## src/rtl/vga_if.sv

```systemverilog
// vga_if: one VGA pixel-stream stage boundary.
//   vcount/hcount : current pixel coordinates
//   vsync/hsync   : sync pulses
//   vblnk/hblnk   : blanking flags
//   rgb           : 12-bit colour {r[3:0], g[3:0], b[3:0]}
// Modport "in" is the consumer view (upstream stream entering a stage).
// Modport "out" is the producer view (stream leaving a stage).
interface vga_if;
    logic [10:0] vcount;
    logic        vsync;
    logic        vblnk;
    logic [10:0] hcount;
    logic        hsync;
    logic        hblnk;
    logic [11:0] rgb;

    modport in (
        input vcount, vsync, vblnk, hcount, hsync, hblnk, rgb
    );

    modport out (
        output vcount, vsync, vblnk, hcount, hsync, hblnk, rgb
    );
endinterface

```

## src/rtl/draw_projectile.sv

```systemverilog
// draw_projectile: overlays a SPRITE_SIZE x SPRITE_SIZE thrown object on the
// VGA stream. The object follows a ballistic path that is updated once per
// frame, lands on the ground line (raising a hit pulse), stays visible for
// IMPACT_FRAMES frames and then disappears.
//
// Ports:
//   clk60MHz   pixel clock
//   rst        synchronous active-high reset
//   throw      single-cycle launch request (honoured only while idle)
//   start_x/y  launch top-left corner
//   start_vx/vy signed launch velocity, pixels per frame (vy < 0 is upward)
//   rgb_pixel  sprite ROM data, one cycle after pixel_addr
//   pixel_addr sprite ROM address {row, col}
//   busy       object in flight or showing its impact
//   hit        one-cycle pulse when the object lands
//   in / out   VGA stream, out = in delayed by two cycles plus overlay
module draw_projectile #(
    parameter int          SPRITE_SIZE   = 32,
    parameter int          H_LIMIT       = 1024,
    parameter int          GROUND_Y      = 700,
    parameter int          GRAVITY       = 1,
    parameter int          IMPACT_FRAMES = 30,
    parameter logic [11:0] KEY_COLOR     = 12'hF0F,
    localparam int         SB            = $clog2(SPRITE_SIZE)
) (
    input  logic          clk60MHz,
    input  logic          rst,
    input  logic          throw,
    input  logic [10:0]   start_x,
    input  logic [10:0]   start_y,
    input  logic [7:0]    start_vx,
    input  logic [7:0]    start_vy,
    input  logic [11:0]   rgb_pixel,
    output logic [2*SB-1:0] pixel_addr,
    output logic          busy,
    output logic          hit,
    vga_if.in             in,
    vga_if.out            out
);

    localparam int CNT_W = $clog2(IMPACT_FRAMES + 1);
    localparam logic signed [11:0] X_MAX    = 12'(H_LIMIT - SPRITE_SIZE);
    localparam logic signed [11:0] GROUND_S = 12'(GROUND_Y);
    localparam logic signed [11:0] GRAV_S   = 12'(GRAVITY);

    typedef enum logic [1:0] {IDLE, FLIGHT, IMPACT} state_t;

    state_t             state_reg, state_next;
    logic [10:0]        pos_x_reg, pos_x_next;
    logic [10:0]        pos_y_reg, pos_y_next;
    logic [7:0]         vx_reg, vx_next;
    logic [7:0]         vy_reg, vy_next;
    logic [CNT_W-1:0]   cnt_reg, cnt_next;
    logic               hit_reg, hit_next;

    // Stage-1 copy of the incoming stream.
    logic [10:0] vcount_s1, hcount_s1;
    logic        vsync_s1, vblnk_s1, hsync_s1, hblnk_s1;
    logic [11:0] rgb_s1;
    logic        active_s1;
    logic        vblnk_prev_reg;

    logic               tick;
    logic signed [11:0] nx, ny, vy_sum;
    logic [7:0]         vy_sat;

    // Frame tick: rising edge of the registered vblank, so the position
    // only moves during vertical blanking.
    assign tick = vblnk_s1 & ~vblnk_prev_reg;

    assign nx     = $signed({1'b0, pos_x_reg}) + $signed({{4{vx_reg[7]}}, vx_reg});
    assign ny     = $signed({1'b0, pos_y_reg}) + $signed({{4{vy_reg[7]}}, vy_reg});
    assign vy_sum = $signed({{4{vy_reg[7]}}, vy_reg}) + GRAV_S;

    always_comb begin
        vy_sat = vy_sum[7:0];
        if (vy_sum > 12'sd127) begin
            vy_sat = 8'h7F;
        end else if (vy_sum < -12'sd128) begin
            vy_sat = 8'h80;
        end
    end

    always_comb begin
        state_next = state_reg;
        pos_x_next = pos_x_reg;
        pos_y_next = pos_y_reg;
        vx_next    = vx_reg;
        vy_next    = vy_reg;
        cnt_next   = cnt_reg;
        hit_next   = 1'b0;
        case (state_reg)
            IDLE: begin
                // A launch beats a coinciding tick: the first move waits
                // for the next frame.
                if (throw) begin
                    pos_x_next = start_x;
                    pos_y_next = start_y;
                    vx_next    = start_vx;
                    vy_next    = start_vy;
                    state_next = FLIGHT;
                end
            end
            FLIGHT: begin
                if (tick) begin
                    vy_next = vy_sat;
                    if (nx < 12'sd0 || nx > X_MAX) begin
                        // Left the screen sideways: vanish without a hit.
                        state_next = IDLE;
                    end else if (ny >= GROUND_S) begin
                        pos_x_next = nx[10:0];
                        pos_y_next = GROUND_S[10:0];
                        hit_next   = 1'b1;
                        cnt_next   = CNT_W'(IMPACT_FRAMES - 1);
                        state_next = IMPACT;
                    end else if (ny < 12'sd0) begin
                        // Ceiling clamp; velocity is not reflected.
                        pos_x_next = nx[10:0];
                        pos_y_next = 11'd0;
                    end else begin
                        pos_x_next = nx[10:0];
                        pos_y_next = ny[10:0];
                    end
                end
            end
            IMPACT: begin
                if (tick) begin
                    if (cnt_reg == '0) begin
                        state_next = IDLE;
                    end else begin
                        cnt_next = cnt_reg - 1'b1;
                    end
                end
            end
            default: state_next = IDLE;
        endcase
    end

    always_ff @(posedge clk60MHz) begin
        if (rst) begin
            state_reg <= IDLE;
            pos_x_reg <= '0;
            pos_y_reg <= '0;
            vx_reg    <= '0;
            vy_reg    <= '0;
            cnt_reg   <= '0;
            hit_reg   <= 1'b0;
        end else begin
            state_reg <= state_next;
            pos_x_reg <= pos_x_next;
            pos_y_reg <= pos_y_next;
            vx_reg    <= vx_next;
            vy_reg    <= vy_next;
            cnt_reg   <= cnt_next;
            hit_reg   <= hit_next;
        end
    end

    assign busy = (state_reg != IDLE);
    assign hit  = hit_reg;

    // Only the low SB bits of the offsets matter for the ROM address, and
    // the low bits of a difference depend only on the low bits of operands.
    assign pixel_addr = {in.vcount[SB-1:0] - pos_y_reg[SB-1:0],
                         in.hcount[SB-1:0] - pos_x_reg[SB-1:0]};

    // Sprite bounding box test on the stage-1 coordinates.
    logic [11:0] h_ext, v_ext, x_lo, y_lo;
    logic        in_box, draw_sprite;

    assign h_ext  = {1'b0, hcount_s1};
    assign v_ext  = {1'b0, vcount_s1};
    assign x_lo   = {1'b0, pos_x_reg};
    assign y_lo   = {1'b0, pos_y_reg};
    assign in_box = (h_ext >= x_lo) && (h_ext < x_lo + 12'(SPRITE_SIZE)) &&
                    (v_ext >= y_lo) && (v_ext < y_lo + 12'(SPRITE_SIZE));
    assign draw_sprite = active_s1 && !vblnk_s1 && !hblnk_s1 && in_box &&
                         (rgb_pixel != KEY_COLOR);

    always_ff @(posedge clk60MHz) begin
        if (rst) begin
            vcount_s1      <= '0;
            vsync_s1       <= 1'b0;
            vblnk_s1       <= 1'b0;
            hcount_s1      <= '0;
            hsync_s1       <= 1'b0;
            hblnk_s1       <= 1'b0;
            rgb_s1         <= '0;
            active_s1      <= 1'b0;
            vblnk_prev_reg <= 1'b0;
            out.vcount     <= '0;
            out.vsync      <= 1'b0;
            out.vblnk      <= 1'b0;
            out.hcount     <= '0;
            out.hsync      <= 1'b0;
            out.hblnk      <= 1'b0;
            out.rgb        <= '0;
        end else begin
            vcount_s1      <= in.vcount;
            vsync_s1       <= in.vsync;
            vblnk_s1       <= in.vblnk;
            hcount_s1      <= in.hcount;
            hsync_s1       <= in.hsync;
            hblnk_s1       <= in.hblnk;
            rgb_s1         <= in.rgb;
            // Draw enable is captured alongside the pixel it applies to.
            active_s1      <= (state_reg != IDLE);
            vblnk_prev_reg <= vblnk_s1;
            out.vcount     <= vcount_s1;
            out.vsync      <= vsync_s1;
            out.vblnk      <= vblnk_s1;
            out.hcount     <= hcount_s1;
            out.hsync      <= hsync_s1;
            out.hblnk      <= hblnk_s1;
            out.rgb        <= draw_sprite ? rgb_pixel : rgb_s1;
        end
    end

endmodule

```

## src/flat_wrapper.sv

```systemverilog
// flat-port wrapper written by rule: the top's interface ports become plain ports
module draw_projectile_flat 
#(
    parameter int          SPRITE_SIZE   = 32,
    parameter int          H_LIMIT       = 1024,
    parameter int          GROUND_Y      = 700,
    parameter int          GRAVITY       = 1,
    parameter int          IMPACT_FRAMES = 30,
    parameter logic [11:0] KEY_COLOR     = 12'hF0F,
    localparam int         SB            = $clog2(SPRITE_SIZE)
)
  (clk60MHz, rst, throw, start_x, start_y, start_vx, start_vy, rgb_pixel, pixel_addr, busy, hit, in_vcount, in_vsync, in_vblnk, in_hcount, in_hsync, in_hblnk, in_rgb, out_vcount, out_vsync, out_vblnk, out_hcount, out_hsync, out_hblnk, out_rgb);
  vga_if in_i ();
  vga_if out_i ();
  input  logic clk60MHz;
  input  logic rst;
  input  logic throw;
  input  logic [10:0] start_x;
  input  logic [10:0] start_y;
  input  logic [7:0] start_vx;
  input  logic [7:0] start_vy;
  input  logic [11:0] rgb_pixel;
  output logic [2*SB-1:0] pixel_addr;
  output logic busy;
  output logic hit;
  input wire logic [$bits(in_i.vcount)-1:0] in_vcount;
  input wire logic [$bits(in_i.vsync)-1:0] in_vsync;
  input wire logic [$bits(in_i.vblnk)-1:0] in_vblnk;
  input wire logic [$bits(in_i.hcount)-1:0] in_hcount;
  input wire logic [$bits(in_i.hsync)-1:0] in_hsync;
  input wire logic [$bits(in_i.hblnk)-1:0] in_hblnk;
  input wire logic [$bits(in_i.rgb)-1:0] in_rgb;
  output wire logic [$bits(out_i.vcount)-1:0] out_vcount;
  output wire logic [$bits(out_i.vsync)-1:0] out_vsync;
  output wire logic [$bits(out_i.vblnk)-1:0] out_vblnk;
  output wire logic [$bits(out_i.hcount)-1:0] out_hcount;
  output wire logic [$bits(out_i.hsync)-1:0] out_hsync;
  output wire logic [$bits(out_i.hblnk)-1:0] out_hblnk;
  output wire logic [$bits(out_i.rgb)-1:0] out_rgb;
  assign in_i.vcount = in_vcount;
  assign in_i.vsync = in_vsync;
  assign in_i.vblnk = in_vblnk;
  assign in_i.hcount = in_hcount;
  assign in_i.hsync = in_hsync;
  assign in_i.hblnk = in_hblnk;
  assign in_i.rgb = in_rgb;
  assign out_vcount = out_i.vcount;
  assign out_vsync = out_i.vsync;
  assign out_vblnk = out_i.vblnk;
  assign out_hcount = out_i.hcount;
  assign out_hsync = out_i.hsync;
  assign out_hblnk = out_i.hblnk;
  assign out_rgb = out_i.rgb;
  draw_projectile #(.SPRITE_SIZE(SPRITE_SIZE), .H_LIMIT(H_LIMIT), .GROUND_Y(GROUND_Y), .GRAVITY(GRAVITY), .IMPACT_FRAMES(IMPACT_FRAMES), .KEY_COLOR(KEY_COLOR)) u_core (.clk60MHz(clk60MHz), .rst(rst), .throw(throw), .start_x(start_x), .start_y(start_y), .start_vx(start_vx), .start_vy(start_vy), .rgb_pixel(rgb_pixel), .pixel_addr(pixel_addr), .busy(busy), .hit(hit), .in(in_i), .out(out_i));
endmodule
```

## config.mk

```make
export PLATFORM = sky130hd
export DESIGN_NAME = draw_projectile_flat
export DESIGN_NICKNAME = d
export VERILOG_FILES = /design/src/rtl/vga_if.sv /design/src/rtl/draw_projectile.sv /design/src/flat_wrapper.sv
export SDC_FILE = /design/constraint.sdc
export NUM_CORES = 1
export LEC_CHECK = 0
export CORE_MARGIN = 4
export CORE_UTILIZATION = 52
export CTS_BUF_LIST = sky130_fd_sc_hd__clkbuf_16
export CTS_CLUSTER_DIAMETER = 120
export CTS_CLUSTER_SIZE = 12
export DETAILED_ROUTE_END_ITERATION = 12
export PLACE_DENSITY = 0.81
export RECOVER_POWER = 50
export SLEW_MARGIN = 20
export SYNTH_ARGS = -nofsm -noshare
export SYNTH_HDL_FRONTEND = slang
export SYNTH_SLANG_ARGS = --single-unit
```

## constraint.sdc

```tcl
create_clock -name clk60MHz -period 3.7 [get_ports clk60MHz]
set_clock_uncertainty 0.15 [all_clocks]
set_input_delay 0.74 -clock clk60MHz [delete_from_list [all_inputs] [get_ports clk60MHz]]
set_output_delay 0.74 -clock clk60MHz [all_outputs]
set_load 0.1 [all_outputs]
```

Yosys cells after proc, flatten, opt, wreduce, memory -nomap -nowiden
Index checks and enable logic that the tools add are counted.
- input bits: 91
- output and inout bits: 50
- word-level logic and storage cells: 106
- bits in registers: 123
- add/sub/neg operators: 8
- bitwise operators: 4
- reductions and logical operators: 21
- eq/ne operators: 11
- mux-type cells: 30
- order comparisons: 10
- operator list (kind ; count):
    $mux 11 ; 8
    $pmux 11 s2 ; 2
    $mux 8 ; 4
    $mux 5 ; 5
    $add 11x6->12 const B ; 2
    $add 12x8->12 ; 2
    $lt 11x12->1 ; 2
    $lt 12x1->1 const B ; 2
    $ge 11x11->1 ; 2
    $pmux 8 s2 ; 1
    $ge 12x11->1 const B ; 1
    $gt 12x11->1 const B ; 1
    $gt 12x8->1 const B ; 1
    $lt 12x8->1 const B ; 1
    $mux 12 ; 1
    $mux 2 ; 6
    $ne 12x12->1 const B ; 1
    $pmux 5 s2 ; 1
    $sub 5x5->5 ; 2
    $add 8x2->9 const B ; 1
    $ne 2x1->1 const B ; 4
    $logic_and 1x1->1 ; 7
    $ne 2x2->1 const B ; 3
    $pmux 2 s3 ; 1
    other kinds (18) ; 23

Depth between registers and ports, before layout
- depth in word-level cells: 8
- mapped depth: 12
- gate-level depth less buffers: 11

Worst setup path after synthesis
Ideal clock, no wire load.
- kind: input to output
- from: in in_hcount[0]
- to: out pixel_addr[4]
- cell stages on the path: 7
- data required time: 2.810 ns
- arrival: 3.163 ns
- slack: -0.353 ns
- path buffers: 0
- cell sequence: inv_1 > ha_1 > fa_1 > inv_1 > a21o_1 > a21oi_1 > xnor2_1
- cells in the longest elaborated chain, start to end: 1
- RTL lines (item ; line ; RTL):
    start, declared ; flat_wrapper.sv:29 ; input wire logic [$bits(in_i.hcount)-1:0] in_hcount;
    $sub 5x5->5 ; draw_projectile.sv:165 ; in.hcount[SB-1:0] - pos_x_reg[SB-1:0]};
    end, declared ; flat_wrapper.sv:23 ; output logic [2*SB-1:0] pixel_addr;
Every way passes these cells.

Worst setup path after layout
Ends and elaborated chain as after synthesis.

==> results_dict.tcl <==
set metrics [dict create \
    reg.largest.list "u_core.out.rgb (12), u_core.rgb_s1 (12)" \
    critical_path.top_delay_family "buffers and inverters" \
    netSwitchingPower_uw 1890 \
    place.gp.congestion 0.928 \
    numPortBuffers 140 \
    synthesis.area_sq_um 6960 \
    min_path_cells 1 \
    cp-startpoint "in_hcount[0]" \
    grt_overflow 0 \
    ff2ff_setup_slack_ns 0.36 \
    wl_mm 16.7 \
    synth_edf_count 0 \
    antenna_found_initial 0 \
    path_clk_slew_ns 0.05 \
    synthTopCellsByArea "dfxtp_1 (35%), ha_1 (13%), nor2b_1 (6.2%)" \
    synth-simple-area-share 0.204 \
    post_cts_buffers 0 \
    setup_viol 0 \
    maxSlewHeadroom 0.216 \
    cpPeakStageDelay_ns 0.45 \
    dp_slack_ns 0.254 \
    crit_buf_inv 4 \
    numCtsBuffers 17 \
    irDropWorstVdd_v 0.000442 \
    critical_path_class "input pin to primary output" \
    diodes 0 \
    start_util 0.528 \
    drive_gt1_frac 0.0634 \
    crit_top_cell "inv_1" \
    clock_sink_count 123 \
    firstDrtPassIters 5 \
    clockBufferDepth 2 \
    viasPerCell 5.41 \
    fin_crit_ns 3.44 \
    synth_fa_ha_area_frac 0.137 \
    yosysWarningCount 0 \
    worstSetupEndpointType "primary output" \
    vias 6081 \
    htreeDepth 4 \
    min_to "u_core.out.hsync" \
    crit_path_cell_trace "clkdlybuf4s50_1 > inv_1 > ha_1 > fa_1 > inv_1 > a21o_1 > a21oi_1 > xnor2_2 > buf_12" \
    regToRegStartpoint "u_core.vy_reg[0]" \
    power.leakage_uw 0.00381 \
    p_seq_frac 0.308 \
    dp_hpwl_mm 12.4 \
    min_path_type "flop to flop" \
    clk_latency_ns 0.42 \
    netlist_top_cells_count "dfxtp_1 (123), ha_1 (70), nor2b_1 (69), nor2_1 (60), nand2_1 (55)" \
    fin_crit_sh 0.931 \
    powerDensity_nw_per_um2 551 \
    p_sw_frac 0.373 \
    reg2reg_depth 12 \
    syn_to_final_growth_pct 31.9 \
    worstPathArrival_ns 2.55 \
    rows 42 \
    slowest_stage "clkdlybuf4s50_1" \
    yosysMostFrequentCell "dfxtp_1" \
    core_sq_um 13200 \
    required_ns 2.81 \
    die_h_um 124 \
    first_global_vias 5731 \
    drv_slew 0 \
    ys_types 63 \
    grt.total_usage 0.222 \
    fin_total_pwr_uw 5060 \
    drt_iter0_drc 263 \
    cp-start-kind "input pin" \
    seq_area_frac_synth 0.354 \
    yosysTopAreaCell "dfxtp_1" \
    boundaryPins 141 \
    cts_root_buffer "clkbuf_16" \
    worstReg2RegEnd "u_core.pos_y_reg[1]" \
    wl_per_cell_um 14.9 \
    synth_top_area_frac 0.354 \
    maxCapViolCount 0 \
    die_area_sq_um 15300 \
    die_w_um 124 \
    grt_start_max_net_pins 61 \
    muxShareOfSynthArea 0.0275 \
    synth_xor_area_frac 0.0466 \
    drc 0 \
    cp_max_fo 2 \
    worst_slew_pin_slew_ns 1.18 \
    async_reset_ff_frac 0 \
    setup_slack_ns 0.256 \
    synthCells 797 \
    synth_compound_area_frac 0.185 \
    nets 1102 \
    synthesis.nets 962 \
    cts_hold_buf 0 \
    postCtsResizedCells 0 \
    ant_nets 0 \
    ys.flop_type "dfxtp_1" \
    grt_pass1_wl_mm 26.9 \
    ys_seq_elements 123 \
    tritoncts "built" \
    outcome "completed" \
    fin_setup_tns_ns 0 \
    synth_top_family_by_area "simple AND/OR/NAND/NOR gates" \
    combPwrFrac 0.392 \
    clockPowerShare 0.300 \
    fmax_ghz 0.290 \
    intPower_uw 3170 \
    rsz0062_at_grt "false" \
    syn_avg_cell_area_sq_um 8.73 \
    hold_violations 0 \
    hp-start "u_core.hsync_s1" \
]
[placed cells by master, fill, tap and decap left out, types with 19 or more instances in the layout]
cell               n
xnor2_1           19
nor2b_1           69
nand2b_1          30
o21ai_0           27
a21oi_1           50
inv_1             50
nand2_1           55
clkdlybuf4s50_1  123
nor2_1            60
dfxtp_1          123
ha_1              70
[cell families after synthesis]
group                      count (synthesis)
and+or+nand+nor                          272
AOI/OAI and AO/OA                        190
DFF                                      123
buffers and inverters                     82
adders and majority gates                 74
xor gates and xnor gates                  37
muxes                                     19
[layout make-up]
cell class,instances,area (sq um)
Inverter,48,180
Multi-Input combinational cell,592,4220
Clock buffer,17,425
Clock inverter,12,111
Timing Repair Buffer,155,1560
Fill cell,1049,4010
Sequential cell,123,2460
Tap cell,176,220
[layer usage]
layer / GRT usage / share of wire / up-vias
met4: 0.0907 / 0.024 / 0
li1: - / - / 3086
met5: 0 / 0 / -
met3: 0.0604 / 0.064 / 34
met2: 0.362 / 0.47 / 186
met1: 0.277 / 0.44 / 2775
[through the flow]
stage | hold WS, ns | std cells | cell area (sq um) | util
5_1_grt | 0.311 | 1123 | 9180 | 0.696
4_1_cts | 0.289 | 1123 | 9200 | 0.698
3_5_place_dp | 0.276 | 1094 | 8660 | 0.657
3_3_place_gp | 0.271 | 1094 | 8660 | 0.657
2_1_floorplan | 0.264 | 797 | 6990 | -
6_report | 0.284 | 1123 | 9180 | 0.696
[power groups by stage]
stage          logic, uW  clock network, uW  registers, uW
2_1_floorplan       1270                  0           1670
3_3_place_gp        1940                  0           1580
3_5_place_dp        1970                  0           1580
4_1_cts             1990               1540           1560
5_1_grt             2150               1600           1570
6_report            1980               1520           1560
[how the worst max path moves through the flow]
stage	to	slack (ns)	depth (start not counted)
after global placement	pixel_addr[9]	0.28	9
after detailed placement	pixel_addr[4]	0.25	9
after CTS	pixel_addr[4]	0.24	9
final	pixel_addr[4]	0.26	9
after floorplan	pixel_addr[3]	0.05	6
after global routing	u_core.pos_y_reg[6]	0.06	12
Power figures use the tool's default switching activity.
